### src/rtl/i2s_pkg.sv
// Shared definitions for the multi-lane I2S receiver: data alignment modes,
// the lock-state encoding and the slot counter width helper.
package i2s_pkg;

    // Data alignment relative to the WS edge
    localparam int MODE_I2S = 0;   // MSB one BCLK after the WS edge
    localparam int MODE_LJ  = 1;   // MSB on the WS edge (left-justified)

    // Lock tracking: IDLE records a first WS sample, HUNT waits for a WS edge,
    // LOCKED counts slot positions and checks slot lengths
    typedef enum logic [1:0] {
        LOCK_IDLE,
        LOCK_HUNT,
        LOCK_LOCKED
    } lockState_t;

    // Bits needed to count positions 0..slots-1
    function automatic int cntWidth(input int slots);
        return (slots > 2) ? $clog2(slots) : 1;
    endfunction

endpackage

### src/rtl/i2s_rx_multi_if.sv
// Frame output bus of the I2S receiver: a wide data word plus valid/ready.
interface i2s_rx_multi_if #(
    parameter int NUM_LANES  = 2,
    parameter int DATA_WIDTH = 24
);
    logic [2*NUM_LANES*DATA_WIDTH-1:0] frame_data;
    logic                              frame_valid;
    logic                              frame_ready;

    modport master (
        output frame_data,
        output frame_valid,
        input  frame_ready
    );

    modport slave (
        input  frame_data,
        input  frame_valid,
        output frame_ready
    );
endinterface

### src/rtl/i2s_lane_cap.sv
// Per-lane capture: shifts in slot bits MSB-first and keeps the finished
// left and right words. The right word is presented straight from the shift
// path on the cycle it completes so the frame register can load it at once.
module i2s_lane_cap #(
    parameter int DATA_WIDTH = 24
) (
    input  logic                  clk,
    input  logic                  rst_n,
    input  logic                  flush_i,
    input  logic                  shiftEn_i,
    input  logic                  bit_i,
    input  logic                  storeLeft_i,
    input  logic                  storeRight_i,
    output logic [DATA_WIDTH-1:0] leftWord_o,
    output logic [DATA_WIDTH-1:0] rightWord_o
);

    logic [DATA_WIDTH-2:0] shift_q;
    logic [DATA_WIDTH-1:0] shiftNext;
    logic [DATA_WIDTH-1:0] leftHold_q;
    logic [DATA_WIDTH-1:0] rightHold_q;

    assign shiftNext = {shift_q, bit_i};

    // Shift register and holding registers; a word is stored together with its last bit
    always_ff @(posedge clk or negedge rst_n) begin
        if (!rst_n) begin
            shift_q     <= '0;
            leftHold_q  <= '0;
            rightHold_q <= '0;
        end else begin
            if (flush_i) begin
                shift_q <= '0;
            end else if (shiftEn_i) begin
                shift_q <= shiftNext[DATA_WIDTH-2:0];
            end
            if (storeLeft_i) begin
                leftHold_q <= shiftNext;
            end
            if (storeRight_i) begin
                rightHold_q <= shiftNext;
            end
        end
    end

    assign leftWord_o  = leftHold_q;
    assign rightWord_o = storeRight_i ? shiftNext : rightHold_q;

endmodule

### src/rtl/i2s_rx_multi.sv
// Multi-lane I2S receiver: synchronizes BCLK/WS/SDATA into the system clock,
// tracks slot positions, checks slot lengths, assembles left/right pairs from
// every lane into one frame and hands it out over a valid/ready bus.
module i2s_rx_multi
    import i2s_pkg::*;
#(
    parameter int NUM_LANES  = 2,
    parameter int DATA_WIDTH = 24,
    parameter int SLOT_WIDTH = 32,
    parameter int MODE       = 0
) (
    input  logic                 clk,
    input  logic                 rst_n,
    input  logic                 bclk,
    input  logic                 ws,
    input  logic [NUM_LANES-1:0] sdata,
    input  logic                 enable,
    input  logic                 clear_flags,
    i2s_rx_multi_if.master       frame_if,
    output logic                 overrun,
    output logic                 frame_err
);

    localparam int DELAY   = (MODE == MODE_I2S) ? 1 : 0;
    localparam int CNT_W   = cntWidth(SLOT_WIDTH);
    localparam int POS_W   = CNT_W + 1;
    localparam int FRAME_W = 2 * NUM_LANES * DATA_WIDTH;

    localparam logic [CNT_W-1:0] CNT_MAX   = CNT_W'(SLOT_WIDTH - 1);
    localparam logic [POS_W-1:0] FIRST_POS = POS_W'(DELAY);
    localparam logic [POS_W-1:0] LAST_POS  = POS_W'(DELAY + DATA_WIDTH - 1);
    localparam logic [POS_W-1:0] WORD_LEN  = POS_W'(DATA_WIDTH);

    logic [1:0]           bclkSync_q;
    logic                 bclkDly_q;
    logic [1:0]           wsSync_q;
    logic [NUM_LANES-1:0] sdataMeta_q;
    logic [NUM_LANES-1:0] sdataSync_q;
    logic                 bclkRise;
    logic                 wsNow;
    logic                 wsChange;

    lockState_t           lockState_q, lockState_d;
    logic [CNT_W-1:0]     slotCnt_q, slotCnt_d;
    logic                 wsPrev_q, wsPrev_d;
    logic                 leftDone_q, leftDone_d;

    logic                 slotStart;
    logic                 slotRun;
    logic                 slotErr;
    logic [POS_W-1:0]     bitPos;
    logic                 capture;
    logic                 lastBit;
    logic                 storeLeft;
    logic                 storeRight;
    logic                 frameDone;

    logic [FRAME_W-1:0]   nextFrame;
    logic [FRAME_W-1:0]   frameData_q, frameData_d;
    logic                 frameValid_q, frameValid_d;
    logic                 overrun_q, overrun_d;
    logic                 frameErr_q, frameErr_d;

    // Two-stage synchronizers for all I2S inputs plus a delayed BCLK for edge detection
    always_ff @(posedge clk or negedge rst_n) begin
        if (!rst_n) begin
            bclkSync_q  <= '0;
            bclkDly_q   <= 1'b0;
            wsSync_q    <= '0;
            sdataMeta_q <= '0;
            sdataSync_q <= '0;
        end else begin
            bclkSync_q  <= {bclkSync_q[0], bclk};
            bclkDly_q   <= bclkSync_q[1];
            wsSync_q    <= {wsSync_q[0], ws};
            sdataMeta_q <= sdata;
            sdataSync_q <= sdataMeta_q;
        end
    end

    assign bclkRise = bclkSync_q[1] & ~bclkDly_q;
    assign wsNow    = wsSync_q[1];
    assign wsChange = (wsNow != wsPrev_q);

    // Lock state, slot counter, last WS sample and left-slot-complete flag
    always_ff @(posedge clk or negedge rst_n) begin
        if (!rst_n) begin
            lockState_q <= LOCK_IDLE;
            slotCnt_q   <= '0;
            wsPrev_q    <= 1'b0;
            leftDone_q  <= 1'b0;
        end else begin
            lockState_q <= lockState_d;
            slotCnt_q   <= slotCnt_d;
            wsPrev_q    <= wsPrev_d;
            leftDone_q  <= leftDone_d;
        end
    end

    // Slot tracking on each BCLK rise: lock, count, length check, bit position decode
    always_comb begin
        lockState_d = lockState_q;
        slotCnt_d   = slotCnt_q;
        wsPrev_d    = wsPrev_q;
        leftDone_d  = leftDone_q;
        slotStart   = 1'b0;
        slotRun     = 1'b0;
        slotErr     = 1'b0;

        if (!enable) begin
            lockState_d = LOCK_IDLE;
            slotCnt_d   = '0;
            leftDone_d  = 1'b0;
        end else if (bclkRise) begin
            wsPrev_d = wsNow;
            unique case (lockState_q)
                LOCK_IDLE: begin
                    lockState_d = LOCK_HUNT;
                end
                LOCK_HUNT: begin
                    if (wsChange) begin
                        lockState_d = LOCK_LOCKED;
                        slotCnt_d   = '0;
                        slotStart   = 1'b1;
                        leftDone_d  = 1'b0;
                    end
                end
                LOCK_LOCKED: begin
                    if (wsChange) begin
                        slotCnt_d = '0;
                        slotStart = 1'b1;
                        if (slotCnt_q != CNT_MAX) begin
                            slotErr    = 1'b1;
                            leftDone_d = 1'b0;
                        end else if (!wsNow) begin
                            leftDone_d = 1'b0;
                        end
                    end else if (slotCnt_q == CNT_MAX) begin
                        slotErr     = 1'b1;
                        lockState_d = LOCK_HUNT;
                        slotCnt_d   = '0;
                        leftDone_d  = 1'b0;
                    end else begin
                        slotCnt_d = slotCnt_q + CNT_W'(1);
                        slotRun   = 1'b1;
                    end
                end
                default: begin
                    lockState_d = LOCK_IDLE;
                end
            endcase
        end

        bitPos     = slotStart ? '0 : (POS_W'(slotCnt_q) + POS_W'(1));
        capture    = (slotStart || slotRun) && (POS_W'(bitPos - FIRST_POS) < WORD_LEN);
        lastBit    = capture && (bitPos == LAST_POS);
        storeLeft  = lastBit && !wsNow;
        storeRight = lastBit && wsNow;
        frameDone  = storeRight && leftDone_q;

        if (storeLeft) begin
            leftDone_d = 1'b1;
        end
        if (frameDone) begin
            leftDone_d = 1'b0;
        end
    end

    for (genvar l = 0; l < NUM_LANES; l++) begin : gLane
        logic [DATA_WIDTH-1:0] leftWord;
        logic [DATA_WIDTH-1:0] rightWord;

        i2s_lane_cap #(
            .DATA_WIDTH(DATA_WIDTH)
        ) uCap (
            .clk         (clk),
            .rst_n       (rst_n),
            .flush_i     (!enable),
            .shiftEn_i   (capture),
            .bit_i       (sdataSync_q[l]),
            .storeLeft_i (storeLeft),
            .storeRight_i(storeRight),
            .leftWord_o  (leftWord),
            .rightWord_o (rightWord)
        );

        assign nextFrame[(2*l)*DATA_WIDTH   +: DATA_WIDTH] = leftWord;
        assign nextFrame[(2*l+1)*DATA_WIDTH +: DATA_WIDTH] = rightWord;
    end

    // Output handshake and sticky flags; a set on the same cycle wins over clear
    always_comb begin
        frameData_d  = frameData_q;
        frameValid_d = frameValid_q;
        overrun_d    = overrun_q;
        frameErr_d   = frameErr_q;

        if (clear_flags) begin
            overrun_d  = 1'b0;
            frameErr_d = 1'b0;
        end

        if (frameDone && (!frameValid_q || frame_if.frame_ready)) begin
            frameData_d  = nextFrame;
            frameValid_d = 1'b1;
        end else begin
            if (frameValid_q && frame_if.frame_ready) begin
                frameValid_d = 1'b0;
            end
            if (frameDone) begin
                overrun_d = 1'b1;
            end
        end

        if (slotErr) begin
            frameErr_d = 1'b1;
        end
    end

    // Output register and flag state
    always_ff @(posedge clk or negedge rst_n) begin
        if (!rst_n) begin
            frameData_q  <= '0;
            frameValid_q <= 1'b0;
            overrun_q    <= 1'b0;
            frameErr_q   <= 1'b0;
        end else begin
            frameData_q  <= frameData_d;
            frameValid_q <= frameValid_d;
            overrun_q    <= overrun_d;
            frameErr_q   <= frameErr_d;
        end
    end

    assign frame_if.frame_data  = frameData_q;
    assign frame_if.frame_valid = frameValid_q;
    assign overrun              = overrun_q;
    assign frame_err            = frameErr_q;

endmodule

### src/flat_wrapper.sv
// flat-port wrapper written by rule: the top's interface ports become plain ports
module i2s_rx_multi_flat import i2s_pkg::*;
#(
    parameter int NUM_LANES  = 2,
    parameter int DATA_WIDTH = 24,
    parameter int SLOT_WIDTH = 32,
    parameter int MODE       = 0
)
  (clk, rst_n, bclk, ws, sdata, enable, clear_flags, overrun, frame_err, frame_if_frame_data, frame_if_frame_valid, frame_if_frame_ready);
  i2s_rx_multi_if #(.NUM_LANES(NUM_LANES), .DATA_WIDTH(DATA_WIDTH)) frame_if_i ();
  input  logic clk;
  input  logic rst_n;
  input  logic bclk;
  input  logic ws;
  input  logic [NUM_LANES-1:0] sdata;
  input  logic enable;
  input  logic clear_flags;
  output logic overrun;
  output logic frame_err;
  output wire logic [$bits(frame_if_i.frame_data)-1:0] frame_if_frame_data;
  output wire logic [$bits(frame_if_i.frame_valid)-1:0] frame_if_frame_valid;
  input wire logic [$bits(frame_if_i.frame_ready)-1:0] frame_if_frame_ready;
  assign frame_if_frame_data = frame_if_i.frame_data;
  assign frame_if_frame_valid = frame_if_i.frame_valid;
  assign frame_if_i.frame_ready = frame_if_frame_ready;
  i2s_rx_multi #(.NUM_LANES(NUM_LANES), .DATA_WIDTH(DATA_WIDTH), .SLOT_WIDTH(SLOT_WIDTH), .MODE(MODE)) u_core (.clk(clk), .rst_n(rst_n), .bclk(bclk), .ws(ws), .sdata(sdata), .enable(enable), .clear_flags(clear_flags), .frame_if(frame_if_i), .overrun(overrun), .frame_err(frame_err));
endmodule
### config.mk
export PLATFORM = sky130hd
export DESIGN_NAME = i2s_rx_multi_flat
export DESIGN_NICKNAME = d
export VERILOG_FILES = /design/src/rtl/i2s_pkg.sv /design/src/rtl/i2s_rx_multi_if.sv /design/src/rtl/i2s_lane_cap.sv /design/src/rtl/i2s_rx_multi.sv /design/src/flat_wrapper.sv
export SDC_FILE = /design/constraint.sdc
export NUM_CORES = 1
export LEC_CHECK = 0
export ABC_AREA = 1
export CAP_MARGIN = 25
export CELL_PAD_IN_SITES_DETAIL_PLACEMENT = 1
export CELL_PAD_IN_SITES_GLOBAL_PLACEMENT = 1
export CORE_ASPECT_RATIO = 1.5
export CORE_MARGIN = 5
export CORE_UTILIZATION = 28
export DETAILED_ROUTE_END_ITERATION = 16
export GPL_ROUTABILITY_DRIVEN = 0
export PLACE_DENSITY_LB_ADDON = 0.1
export SLEW_MARGIN = 20
export SYNTH_ARGS = -nofsm -noshare
export SYNTH_HDL_FRONTEND = slang
export SYNTH_HIERARCHICAL = 1
export SYNTH_SLANG_ARGS = --single-unit
### constraint.sdc
create_clock -name clk -period 7.5 [get_ports clk]
set_input_delay 1.5 -clock clk [delete_from_list [all_inputs] [get_ports clk]]
set_output_delay 1.5 -clock clk [all_outputs]
set_load 0.005 [all_outputs]
After elaboration in Yosys (flattened, before gate mapping)
Index checks and enable logic that the tools add are counted.
- bits in registers: 259
- bits of input ports: 9
- output and inout port bits: 99
- logic and storage cells: 112
- $add $sub $neg: 3
- order comparisons: 1
- equality and inequality tests: 17
- muxes and demuxes: 51
- bitwise operators: 2
- reductions and logical operators: 19
- operators by type and width (operator ; count):
    $mux W23 ; 4
    $mux W24 ; 2
    $mux W1 ; 31
    $mux W5 ; 5
    $mux W2 ; 5
    $pmux W5 S2 ; 1
    $logic_and A1 B1 Y1 ; 7
    $ne A7 B7 Y1 const B ; 1
    $add A5 B1 Y6 const B ; 1
    $eq A6 B5 Y1 const B ; 1
    $lt A6 B5 Y1 const B ; 1
    $mux W6 ; 1
    $ne A3 B2 Y1 const B ; 2
    $ne A6 B3 Y1 const B ; 1
    $pmux W2 S3 ; 1
    $sub A6 B1 Y6 const B ; 1
    $add A5 B1 Y5 const B ; 1
    $eq A5 B5 Y1 const B ; 1
    $ne A5 B1 Y1 const B ; 1
    $ne A5 B3 Y1 const B ; 1
    $ne A5 B5 Y1 const B ; 1
    $reduce_and A5 Y1 ; 1
    $ne A2 B1 Y1 const B ; 2
    $ne A4 B1 Y1 const B ; 1
    16 further kinds ; 19

Depth between registers and ports, before layout
- depth in word-level cells: 14
- mapped depth: 18
- gate-level depth less buffers: 16

Modules after synthesis
The synthesis kept the hierarchy.
- modules (own cells, without submodules) (module ; instances ; cells an instance ; area an instance (um^2) ; sequential area each (um^2)):
    i2s_lane_cap ; 2 ; 302 ; 2802.7 ; 1776.7
    i2s_rx_multi ; 1 ; 540 ; 4862.2 ; 2927.8

Worst setup path before layout
Ideal clock, no wire load.
- path kind: input to register
- from: input port enable
- to: register u_core.frameData_q[32], in the netlist u_core/frame_if.frame_data[32]
- library setup time: 66 ps
- arrival: 3023 ps
- data required time: 7434 ps
- setup slack: 4411 ps
- stages on the path: 13
- buffers on the path: 2
- path through: inv_1 > nor2_1 > nand3_1 > nand3_1 > nor2_2 > nand3_2 > nor2_4 > buf_4 > buf_4 > nand2_1 > o21ai_0 > nand3_1 > nand2_1
- elaborated cells on any way between the ends: 13
- classes of those cells: 1 x add/sub; 1 x order compare; 1 x eq/ne; 4 x mux; 6 x reduce/logical
- RTL lines (element ; RTL line ; RTL):
    start: declaration ; flat_wrapper.sv:16 ; input logic enable;
    $mux W1 ; i2s_rx_multi.sv:110 ; if (!enable) begin
    $mux W6 ; i2s_rx_multi.sv:154 ; bitPos = slotStart ? '0 : (POS_W'(slotCnt_q) + POS_W'(1));
    $sub A6 B1 Y6 ; i2s_rx_multi.sv:155 ; capture = (slotStart || slotRun) && (POS_W'(bitPos - FIRST_POS) < WORD_LEN);
    $lt A6 B5 Y1 ; i2s_rx_multi.sv:155 ;
    $logic_and A1 B1 Y1 ; i2s_rx_multi.sv:155 ;
    $logic_and A1 B1 Y1 * ; i2s_rx_multi.sv:156 ; lastBit = capture && (bitPos == LAST_POS);
    $logic_and A1 B1 Y1 * ; i2s_rx_multi.sv:158 ; storeRight = lastBit && wsNow;
    net u_core.storeRight ; i2s_rx_multi.sv:55 ; logic storeRight;
    $mux W24 * ; n/a ;
    net u_core.gLane[0].rightWord[8] ; i2s_rx_multi.sv:171 ; logic [DATA_WIDTH-1:0] rightWord;
    end signal: assignment ; i2s_rx_multi.sv:228 ; frameData_q <= frameData_d;
    end: declaration ; i2s_rx_multi.sv:59 ; logic [FRAME_W-1:0] frameData_q, frameData_d;
Mark *: on every way through the listed nets, which the timed path passes. The rest lies on a longest branch.
A chain may end at the register's enable or synchronous reset.

Worst setup path in the final report
- from: input port enable
- to: register u_core.frameData_q[38], in the netlist u_core/frame_if.frame_data[38]
- cells in the longest elaborated chain, start to end: 9
- elaborated cells on any way between the ends: 13
- classes of those cells: 1 x add/sub; 1 x order compare; 1 x eq/ne; 4 x mux; 6 x reduce/logical
- ends and longest elaborated chain (element ; RTL line ; RTL):
    $mux W1 ; i2s_rx_multi.sv:110 ;
    $mux W6 ; i2s_rx_multi.sv:154 ;
    $sub A6 B1 Y6 ; i2s_rx_multi.sv:155 ;
    $lt A6 B5 Y1 ; i2s_rx_multi.sv:155 ;
    $logic_and A1 B1 Y1 ; i2s_rx_multi.sv:155 ;
    $logic_and A1 B1 Y1 * ; i2s_rx_multi.sv:156 ;
    $logic_and A1 B1 Y1 * ; i2s_rx_multi.sv:158 ;
    $logic_and A1 B1 Y1 ; i2s_rx_multi.sv:159 ; frameDone = storeRight && leftDone_q;
    $logic_and A1 B1 Y1 ; i2s_rx_multi.sv:203 ; if (frameDone && (!frameValid_q || frame_if.frame_ready)) begin
Mark *: on every way between the ends. The rest lies on a longest branch, timed or not.

==> results_dict.tcl <==
set metrics [dict create \
    status "completed" \
    tightest_slew_ps 997 \
    synthCells 1144 \
    cp_cell_sequence "clkdlybuf4s50_1, inv_1, nor2_1, nand3_1, nand4_1, nand4_1, nor2_4, buf_4, nand3_1, nand2_1" \
    whs_ps 340 \
    syn_area_per_cell_um2 9.15 \
    routed_wl_um 28500 \
    grt-ovfl-total 0 \
    rsz0062_at_grt "false" \
    cp-start-kind "primary input" \
    portBuffers 107 \
    dr.pass1.iters 4 \
    areaGrowthSynthToFinish_pct 22.0 \
    grt_util_all_layers_pct 13.8 \
    ir_drop_mv 0.109 \
    vias_per_cell 4.42 \
    setup_tns_ps 0 \
    powerDensity_nw_per_um2 231 \
    ys_seq_area_share_pct 61.9 \
    syn_nets 1160 \
    synth_ff_type "dfrtp_1" \
    critical_path_class "primary input to flop" \
    cts_resized 0 \
    cts_hold_buffers 0 \
    cts_max_path_buffers 3 \
    hold_class "flop to flop" \
    routed-via-count 7663 \
    ys_warn_count 6 \
    drt_iter0_markers 339 \
    cts.sinks 259 \
    die_h_um 247 \
    clk_pin_slew_worst_paths_ps 70 \
    critPathTopFamily "simple AND/OR/NAND/NOR gates" \
    crit_fanout 67 \
    grt_first_pass_wirelength_um 47000 \
    grt_max_degree 164 \
    p_leak_nw 6.52 \
    nets 1243 \
    synth_cell_types 24 \
    initial_core_util_pct 28.4 \
    synth-edff-count 0 \
    diodes 0 \
    critPathBufInv 3 \
    die_w_um 168 \
    postCtsSetupRepairBufs 0 \
    drive_gt1_share_pct 5.61 \
    wl_per_cell_um 16.4 \
    period_share_pct 55.9 \
    antenna_left 0 \
    htree_levels 1 \
    fmax_ghz 0.238 \
    maxCapViolCount 0 \
    relSlewSlack_pct 33.5 \
    crit_required_ps 7980 \
    rows 86 \
    dp_hpwl_um 17800 \
    ys_ff_latch 259 \
    end_kind "flop" \
    fin_skew_ps 21.1 \
    root_buffer "clkbuf_16" \
    cts_tree "built" \
    drc 0 \
    boundaryPins 108 \
    async_flop_share_pct 100 \
    setup-violations-final 0 \
    maxSlewViolCount 0 \
    syn-cell-area_um2 10500 \
    grt_pass1_vias 8315 \
    min_period_ps 4190 \
    clk_latency_ps 560 \
    antenna_found_initial 0 \
    cts_buffers 29 \
    design.die.area_um2 41400 \
    crit_slowest_cell "buf_4" \
    coreArea_um2 36900 \
    hold_viol_final 0 \
    slowest_delay_ps 720 \
    cp_data_arrival_time_ps 4670 \
]
## Yosys cell counts, types with 4 or more instances
library cell | count | share of area [%]
nand2_1 | 412 | 15
inv_1 | 116 | 4.2
o21ai_0 | 37 | 1.8
nand3_1 | 150 | 7.2
clkbuf_4 | 4 | 0.29
clkbuf_1 | 16 | 0.57
buf_4 | 13 | 0.93
nor2_1 | 8 | 0.29
ha_1 | 7 | 0.84
nand4_1 | 4 | 0.24
buf_6 | 17 | 1.8
o21ai_1 | 68 | 3.3
dfrtp_1 | 259 | 62
buf_2 | 12 | 0.57
## worst paths after layout
kind,from,depth (start not counted),slack (ps),endpoint
min reg2reg,u_core/wsSync_q[0],0,340,u_core/wsSync_q[1]
min in group asynchronous,rst_n,1,970,u_core/bclkSync_q[0]
max in group asynchronous,rst_n,2,5090,u_core/gLane[0].uCap/shift_q[7]
max,enable,10,3310,u_core/frame_if.frame_data[38]
max reg2reg,u_core/slotCnt_q[0],15,3890,u_core/frame_if.frame_data[38]
min,u_core/wsSync_q[0],0,340,u_core/wsSync_q[1]
## worst register-to-register path: cells and delay by family (launching register included)
family / cells / cell delay [ps]
AOI/OAI and AO/OA: 1 / 110
adders and majority gates: 3 / 580
buffers and inverters: 3 / 870
DFF: 1 / 430
and+or+nand+nor: 8 / 1570
## metrics by stage
stage | utilization (%) | cell area (um^2) | worst slack, ps | cells | power, mW
global route | 34.6 | 12800 | 3000 | 1732 | 3.08
detailed placement | 32.0 | 11800 | 2700 | 1680 | 1.53
finish | 34.6 | 12800 | 3310 | 1732 | 2.95
global placement | 32.0 | 11800 | 2810 | 1680 | 1.53
floorplan | - | 10500 | 4410 | 1144 | 1.48
CTS | 34.6 | 12800 | 3280 | 1732 | 3.02
## layer usage
layer / GRT usage, % / share of wire, % / up-vias
met1: 16.7 / 42 / 3770
met2: 25.8 / 53 / 98
met3: 1.84 / 2.9 / 35
met4: 3.65 / 1.8 / 0
met5: 0 / 0 / -
li1: - / - / 3760
## where the power goes
group | internal, mW | leakage [nW] | switching, mW | total (mW)
clock | 0.864 | 0.483 | 0.586 | 1.45
sequential | 1.40 | 3.09 | 0.00768 | 1.41
combinational | 0.0196 | 2.94 | 0.0720 | 0.0916
total | 2.29 | 6.52 | 0.666 | 2.95
## cell usage in the layout, fill, tap and decap left out, drive strengths merged
cell type / count
ha: 7
inv: 120
o311ai: 1
dfrtp: 259
clkinvlp: 1
bufinv: 2
a32o: 1
o22ai: 2
nand3: 152
clkinv: 6
clkdlybuf4s50: 106
nor2: 14
clkbuf: 42
a21oi: 2
nor3: 3
nand4: 4
nand2: 412
o21ai: 105
buf: 8
and2: 1
## cell families after synthesis
family	Yosys count	synth area share, %
fa+ha+maj	7	0.837
buf+inv	181	8.46
simple gates	586	23.4
compound gates	111	5.41
flops	259	61.9
## state kept, by name (all words and copies together), names as in the netlist, 5 cells and up
signal	cells
u_core/gLane.uCap/shift_q	46
u_core/gLane.uCap/leftWord_o	48
u_core/frame_if.frame_data	96
u_core/gLane.uCap/rightHold_q	48
u_core/slotCnt_q	5
## area by class of cell
type | instances | area (um^2)
Fill cell | 4253 | 24100
Sequential cell | 259 | 6480
Timing Repair Buffer | 114 | 1140
Clock buffer | 42 | 865
Tap cell | 484 | 606
Clock inverter | 10 | 106
Multi-Input combinational cell | 704 | 3130
Inverter | 119 | 447
No activity file was read; power rests on OpenSTA's default activity.
